==> config.mk <==
export PLATFORM = sky130hd
export DESIGN_NAME = hist_ctrl
export DESIGN_NICKNAME = d
export VERILOG_FILES = /design/src/rtl/hist_ctrl.sv
export SDC_FILE = /design/constraint.sdc
export NUM_CORES = 1
export LEC_CHECK = 0
export ABC_AREA = 1
export CAP_MARGIN = 15
export CORE_MARGIN = 5
export CORE_UTILIZATION = 52
export CTS_CLUSTER_DIAMETER = 30
export DETAILED_ROUTE_END_ITERATION = 8
export PLACE_DENSITY = 0.86
export SLEW_MARGIN = 25
export SYNTH_ARGS = -nofsm -noshare
export SYNTH_HDL_FRONTEND = slang
export SYNTH_SLANG_ARGS = --single-unit
==> constraint.sdc <==
create_clock -name clk -period 3.67 [get_ports clk]
set_input_delay 0.367 -clock clk [delete_from_list [all_inputs] [get_ports clk]]
set_output_delay 0.367 -clock clk [all_outputs]
set_load 0.05 [all_outputs]
==> src/rtl/hist_ctrl.sv <==
`default_nettype none
// ============================================================================
// Module   : hist_ctrl
// Purpose  : Sequences one 256-bin dual-port RAM (ram_p) to build a gray-level
//            histogram per frame: clear all bins, accumulate one count per
//            accepted pixel with a pipelined read-modify-write (same-bin
//            forwarding), stream the 256 counts out, then pulse done.
// Ports    : clk, rst (sync, active-high)
//            frame_start / frame_end  frame control pulses
//            pix_valid, pix_data, pix_ready  pixel stream (8-bit bin index)
//            busy, done, sat_flag     status
//            hist_valid, hist_bin, hist_count  readout stream (no backpressure)
//            ram_data, ram_wren, ram_wraddress, ram_rden, ram_rdaddress,
//            ram_q                    ram_p master interface (q 1 cycle after
//                                     rden, read-during-write returns OLD data)
// Revision : 1.0 - initial release
// ============================================================================
module hist_ctrl #(
    parameter int BITWIDTH = 16
) (
    input  logic                clk,
    input  logic                rst,
    input  logic                frame_start,
    input  logic                frame_end,
    input  logic                pix_valid,
    input  logic [7:0]          pix_data,
    output logic                pix_ready,
    output logic                busy,
    output logic                done,
    output logic                sat_flag,
    output logic                hist_valid,
    output logic [7:0]          hist_bin,
    output logic [BITWIDTH-1:0] hist_count,
    output logic [BITWIDTH-1:0] ram_data,
    output logic                ram_wren,
    output logic [7:0]          ram_wraddress,
    output logic                ram_rden,
    output logic [7:0]          ram_rdaddress,
    input  logic [BITWIDTH-1:0] ram_q
);

    localparam logic [2:0] c_ST_IDLE  = 3'd0;
    localparam logic [2:0] c_ST_CLEAR = 3'd1;
    localparam logic [2:0] c_ST_ACCUM = 3'd2;
    localparam logic [2:0] c_ST_FLUSH = 3'd3;
    localparam logic [2:0] c_ST_READ  = 3'd4;
    localparam logic [2:0] c_ST_DONE  = 3'd5;

    localparam logic [BITWIDTH-1:0] c_ONE = BITWIDTH'(1);

    logic [2:0]          r_state;
    logic [2:0]          w_state_nxt;
    // Shared cycle counter: CLEAR address 0..255, READ address 0..255 plus
    // one drain cycle (256) in which the bin-255 beat is presented.
    logic [8:0]          r_cnt;

    // Stage 1 of the accumulate pipeline (pixel read issued last cycle).
    logic                r_s1_valid;
    logic [7:0]          r_s1_bin;
    // Write issued by stage 1 in the previous cycle; the RAM returns old data
    // for a read that collided with it, so that value is forwarded instead.
    logic                r_lw_valid;
    logic [7:0]          r_lw_bin;
    logic [BITWIDTH-1:0] r_lw_data;

    logic                r_sat;
    logic                r_hist_valid;
    logic [7:0]          r_hist_bin;

    logic                w_accept;
    logic                w_fwd;
    logic [BITWIDTH-1:0] w_old;
    logic                w_is_max;
    logic [BITWIDTH-1:0] w_new;

    assign w_accept = pix_valid && (r_state == c_ST_ACCUM);
    assign w_fwd    = r_lw_valid && (r_lw_bin == r_s1_bin);
    assign w_old    = w_fwd ? r_lw_data : ram_q;
    assign w_is_max = &w_old;
    assign w_new    = w_is_max ? w_old : (w_old + c_ONE);

    // Next state and RAM-side outputs
    always_comb begin
        w_state_nxt   = r_state;
        ram_wren      = 1'b0;
        ram_wraddress = 8'd0;
        ram_data      = '0;
        ram_rden      = 1'b0;
        ram_rdaddress = 8'd0;

        case (r_state)
            c_ST_IDLE:  if (frame_start) w_state_nxt = c_ST_CLEAR;
            c_ST_CLEAR: if (r_cnt == 9'd255) w_state_nxt = c_ST_ACCUM;
            c_ST_ACCUM: if (frame_end) w_state_nxt = c_ST_FLUSH;
            c_ST_FLUSH: w_state_nxt = c_ST_READ;
            c_ST_READ:  if (r_cnt == 9'd256) w_state_nxt = c_ST_DONE;
            c_ST_DONE:  w_state_nxt = c_ST_IDLE;
            default:    w_state_nxt = c_ST_IDLE;
        endcase

        // Stage 1 is never valid during CLEAR, so the two writers never collide.
        if (r_state == c_ST_CLEAR) begin
            ram_wren      = 1'b1;
            ram_wraddress = r_cnt[7:0];
        end else if (r_s1_valid) begin
            ram_wren      = 1'b1;
            ram_wraddress = r_s1_bin;
            ram_data      = w_new;
        end

        if (w_accept) begin
            ram_rden      = 1'b1;
            ram_rdaddress = pix_data;
        end else if ((r_state == c_ST_READ) && !r_cnt[8]) begin
            ram_rden      = 1'b1;
            ram_rdaddress = r_cnt[7:0];
        end
    end

    always_ff @(posedge clk) begin
        if (rst) begin
            r_state      <= c_ST_IDLE;
            r_cnt        <= 9'd0;
            r_s1_valid   <= 1'b0;
            r_s1_bin     <= 8'd0;
            r_lw_valid   <= 1'b0;
            r_lw_bin     <= 8'd0;
            r_lw_data    <= '0;
            r_sat        <= 1'b0;
            r_hist_valid <= 1'b0;
            r_hist_bin   <= 8'd0;
        end else begin
            r_state <= w_state_nxt;

            if (r_state != w_state_nxt) begin
                r_cnt <= 9'd0;
            end else if ((r_state == c_ST_CLEAR) || (r_state == c_ST_READ)) begin
                r_cnt <= r_cnt + 9'd1;
            end

            r_s1_valid <= w_accept;
            r_s1_bin   <= pix_data;
            r_lw_valid <= r_s1_valid;
            r_lw_bin   <= r_s1_bin;
            r_lw_data  <= w_new;

            if ((r_state == c_ST_IDLE) && frame_start) begin
                r_sat <= 1'b0;
            end else if (r_s1_valid && w_is_max) begin
                r_sat <= 1'b1;
            end

            r_hist_valid <= (r_state == c_ST_READ) && !r_cnt[8];
            r_hist_bin   <= r_cnt[7:0];
        end
    end

    assign pix_ready  = (r_state == c_ST_ACCUM);
    assign busy       = (r_state != c_ST_IDLE);
    assign done       = (r_state == c_ST_DONE);
    assign sat_flag   = r_sat;
    assign hist_valid = r_hist_valid;
    assign hist_bin   = r_hist_bin;
    assign hist_count = r_hist_valid ? ram_q : '0;

endmodule
`default_nettype wire

[Yosys cells after proc, flatten, opt, wreduce, memory -nomap -nowiden]
Cells that the tools add are included.
W data, S select, Z words.
Word-level totals
  register bits after elaboration: 56
Operators by class
  add/sub/neg operators: 2
  equality and inequality tests: 9
  muxes and demuxes: 18
  reductions and logical operators: 12
Operators with widths (count)
  $mux W16: 5
  $mux W8: 4
  $add A16 B1 Y16 const B: 1
  $reduce_and A16 Y1: 1
  $pmux W3 S5: 1
  $mux W3: 4
  $add A9 B1 Y9 const B: 1
  $eq A9 B8 Y1 const B: 1
  $eq A9 B9 Y1 const B: 1
  $eq A8 B8 Y1: 1
  $eq A3 B2 Y1 const B: 2
  $eq A3 B3 Y1 const B: 2
  $logic_and A1 B1 Y1: 5
  $mux W1: 4
  $reduce_or A2 Y1: 2
  $eq A3 B1 Y1 const B: 1
  $logic_not A3 Y1: 1
  $ne A3 B3 Y1: 1
  $reduce_bool A3 Y1: 1
  $logic_not A1 Y1: 1
  $logic_or A1 B1 Y1: 1

[Longest topological paths before layout]
  word-level depth: 7
  gate-level depth with buffers: 18
  mapped depth without buffers: 17

[Least setup slack after synthesis]
No wires, ideal clock.
  path type: register to output
  start: register r_state[1]
  end: output ram_rdaddress[0]
  buffers on the path: 0
  data required time: 3303 ps
  slack: 252 ps
  cell stages (with the launch flop): 5
  arrival: 3051 ps
  cell sequence: dfxtp_1 -> inv_1 -> nor3_1 -> nand2_1 -> o22ai_1
Between the ends
  elaborated cells on any way between the ends: 6
  those cells by class: eq/ne (2); mux (2); reduce/logical (2)
RTL lines
  start, declared: line 51  | logic [2:0] r_state;
  start signal, assigned: line 122  | r_state <= c_ST_IDLE;
  start signal, assigned: line 133  | r_state <= w_state_nxt;
  $eq A3 B2 Y1
  named net pix_ready: line 27  | output logic pix_ready,
  $logic_and A1 B1 Y1: line 76  | assign w_accept = pix_valid && (r_state == c_ST_ACCUM);
  $mux W8: line 111  | if (w_accept) begin
  end, declared: line 38  | output logic [7:0] ram_rdaddress,
The timed path passes the listed nets, and every way through them passes these cells.

[Worst setup path in the final report]
  start: register r_s1_bin[7]
  end: output ram_data[1]
Between the ends
  longest elaborated chain between the ends: 7
  elaborated cells on any way between the ends: 8
  those cells by class: add/sub (1); eq/ne (1); mux (4); reduce/logical (2)
RTL lines
  start, declared: line 59  | logic [7:0] r_s1_bin;
  start signal, assigned: line 142  | r_s1_bin <= pix_data;
  $eq A8 B8 Y1 (*): line 77  | assign w_fwd = r_lw_valid && (r_lw_bin == r_s1_bin);
  $logic_and A1 B1 Y1 (*): line 77
  $mux W16 (*): line 78  | assign w_old = w_fwd ? r_lw_data : ram_q;
  $add A16 B1 Y16 / $reduce_and A16 Y1 (equally long branches): line 80, 79
  $mux W16 (*): line 80  | assign w_new = w_is_max ? w_old : (w_old + c_ONE);
  $mux W16 (*): line 105  | end else if (r_s1_valid) begin
  $mux W16 (*): line 102  | if (r_state == c_ST_CLEAR) begin
  end, declared: line 34  | output logic [BITWIDTH-1:0] ram_data,
Every way passes the cells marked *; elsewhere a longest branch is shown, timed or not.

==> flow_summary_export.csv <==
group,metric,value,unit
logic_synthesis,synthFlopType,"dfxtp_1",
logic_synthesis,muxShareOfSynthArea,0,%
clock_tree,clock_latency,0.31,ns
critical_path,start_kind,"flop",
logic_synthesis,ys_top_cells_by_area,"dfxtp_1 34%, nand2_1 16%, inv_1 11%",
logic_synthesis,ys_seq_area_share,34.4,%
pwr,leakage,0.00217,µW
routing,drt_pass1_iterations,5,
placement,place_inst,675,
min_path,worstHoldPathType,"reg -> reg",
logic_synthesis,synthAdderAreaFrac,1.54,%
grt,overflow,0,
floorplanning,die_h,89.1,µm
clock_tree,cts_root_buffer,"clkbuf_8",
critical_path,path_cells,"inv_2 -> a21boi_2 -> nand2_1 -> nor2_1 -> nand3_2 -> nand2_1 -> nand2_1 -> ha_1 -> nand3_1 -> nor2_4 -> nand2_4 -> nand2_1 -> a21oi_1 -> buf_12",
sta,setup_violations,0,
job,drv_cap,0,
sta,slew_violations,0,
pwr,powerDensity,288,mW/mm²
placement,place_hpwl,7150,µm
logic_synthesis,synth_xor_area_share,2.15,%
critical_path,path_delay_family,"simple AND/OR/NAND/NOR gates",
sta,worst-slew-pin-transition,0.772,ns
critical_path,max_stage_delay,0.38,ns
critical_path,cpMostUsedCell,"nand2_1",
cells_and_area,syn_to_final_growth,34.3,%
routing,wl,9330,µm
clock_tree,cts.sinks,56,
critical_path,cp_slowest_cell,"dfxtp_1",
floorplanning,io_pins,92,
floorplanning,rows,28,
sta,slew_headroom,48.5,%
cells_and_area,drive_gt1_share,10.2,%
logic_synthesis,synth_fp_nets,554,
routing,avgRoutedWirePerCell,13.7,µm
clock_tree,postCtsSetupRepairBufs,0,
critical_path,crit_start,"r_s1_bin[7]",
logic_synthesis,synth_top_family_by_area,"simple AND/OR/NAND/NOR gates",
grt,grt_max_degree,42,
grt,track_usage,23.8,%
clock_tree,cts_tree,"yes",
cells_and_area,final_cell_count_no_fill,683,
logic_synthesis,synthArstFlopShare,0,%
grt,grt_pass1_wl,15000,µm
critical_path,end_kind,"output port",
placement,port_buffers,91,
logic_synthesis,synth_cells,521,
sta,period_needed,3.35,ns
grt,antenna_found_initial,0,
logic_synthesis,syn_area,0.00326,mm²
sta,finalCritPeriodShare,91.4,%
logic_synthesis,synth_edf_count,0,
floorplanning,die-area,0.00794,mm²
critical_path,crit_type,"reg -> out",
routing,vias_per_cell,5.07,
sta,final.setup.tns,0,ns
floorplanning,floorplan.initialDensity,54.3,%
sta,max_freq,0.298,GHz
routing,antenna_left,0,
floorplanning,chipWidth,89.1,µm
logic_synthesis,yosys.area.top_type,"dfxtp_1",
cells_and_area,nNetsFinal,640,
logic_synthesis,synth_top_cell_area_share,34.4,%
clock_tree,cts_made_buffers,5,
clock_tree,clock_path_buffers,2,
routing,drc,0,
critical_path,crit_fanout,12,
cells_and_area,antenna_cells,0,
sta,skew,0.00620,ns
critical_path,worstPathRequired,3.30,ns
logic_synthesis,syn_area_per_cell,6.25,µm²
sta,rsz0062_at_grt,"false",
critical_path,critPathArrivalTime,2.99,ns
logic_synthesis,synth_top_cells_by_count,"140 x nand2_1, 93 x inv_1, 73 x nor2_1",
grt,grt_pass1_vias,3326,
logic_synthesis,synth-compound-area-share,7.34,%
logic_synthesis,synth-simple-area-share,39.9,%
critical_path,path_buf_inv,2,
critical_path,timing.rr.start,"r_s1_bin[7]",
routing,drt_iter0_markers,204,
placement,gp_congestion,0.936,
logic_synthesis,yosysMostFrequentCell,"nand2_1",
sta,hold_viol_final,0,
clock_tree,path_clk_slew,0.11,ns
pwr,peakVddDrop,0.218,mV
run_status,status,"finished clean",
logic_synthesis,yosysWarnings,0,
floorplanning,core_area,0.00599,mm²
routing,vias,3460,
logic_synthesis,synth_cell_types,31,
min_path,hp-start,"sat_flag",
clock_tree,cts-htree-levels,2,
logic_synthesis,synth-seq-cells,56,
[power by group]
part / internal (µW) / switching, µW
logic: 70.3 / 116
clock network: 211 / 222
registers: 629 / 10.9
[cells in the final DEF (no fill, tap or decap), types with 2 or more instances in the layout]
cell	n
nand3_2	8
nor2_2	4
clkbuf_8	5
nor3_1	8
o21ai_0	3
buf_12	6
nand2_2	3
a31oi_1	2
inv_2	10
nand2_1	140
nand3b_1	6
nor3b_1	2
nor2_4	4
dfxtp_1	56
buf_4	15
inv_1	93
nand3_1	37
clkdlybuf4s50_1	75
nor2_1	73
ha_1	4
xor2_1	7
a21oi_1	14
o22ai_1	16
nand4_1	6
[metal layers]
layer,share of wire [%],GRT usage (%),vias to the layer above
li1,-,-,1761
met1,41,28.4,1566
met2,51,43.3,121
met3,7.9,5.35,12
met4,1.0,5.14,0
met5,0,0,-
[final timing paths]
check	slack, ns	depth (start not counted)	end
setup / recovery	0.32	14	ram_data[1]
hold / removal	0.46	2	sat_flag
setup reg to reg	1.10	16	r_lw_data[14]
hold reg to reg	0.46	2	sat_flag
[what timing repair did]
| item | CTS | global route |
|---|---|---|
| resized for setup | 0 | 2 |
| hold buffers | 0 | 0 |
| setup endpoints to repair | 0 | 16 |
[flip-flops by register name, summed over array words and instances, names as in the netlist]
| signal | flops |
|---|---|
| r_s1_valid | 1 |
| hist_valid | 1 |
| r_s1_bin | 8 |
| hist_bin | 8 |
| r_lw_valid | 1 |
| r_state | 3 |
| sat_flag | 1 |
| r_lw_data | 16 |
| r_lw_bin | 8 |
| r_cnt | 9 |
[metrics by stage]
| stage | hold WS, ns | cell area, µm² | setup slack [ns] | util (%) | total power, µW |
|---|---|---|---|---|---|
| 6_report | 0.462 | 4370 | 0.317 | 73.0 | 1260 |
| 3_5_place_dp | 0.446 | 4240 | 0.484 | 70.8 | 837 |
| 4_1_cts | 0.462 | 4360 | 0.126 | 72.8 | 1260 |
| 3_3_place_gp | 0.431 | 4240 | 0.657 | 70.8 | 832 |
| 5_1_grt | 0.490 | 4370 | 0.0117 | 73.0 | 1310 |
| 2_1_floorplan | 0.427 | 3260 | 0.252 | - | 769 |
[area by class of cell]
class	count	area (µm²)
multi-input combinational	345	1670
fill	505	1620
sequential	56	1120
timing repair buffer	96	983
inverter	103	387
tap	75	93.8
clock buffer	5	68.8
clock inverter	3	50.0
[kinds of logic after synthesis]
family                     Yosys count
and+or+nand+nor                    293
buffers and inverters              120
DFF                                 56
AOI/OAI and AO/OA                   40
xor gates and xnor gates             8
adders and majority gates            4
[worst reg2reg max path, stage by stage, from the launching register on]
cell and delay [ns]:
dfxtp_1 0.38, inv_2 0.07, a21boi_2 0.14, nand2_1 0.07, nor2_1 0.13, nand3_2 0.26, buf_4 0.29, nand2_1 0.07
nand2_1 0.10, inv_2 0.08, nand3_1 0.16, inv_1 0.12, nand2_1 0.11, nor2_1 0.16, nand3_1 0.12, nand2_1 0.13
nor2_1 0.07
Power figures use the tool's default switching activity.
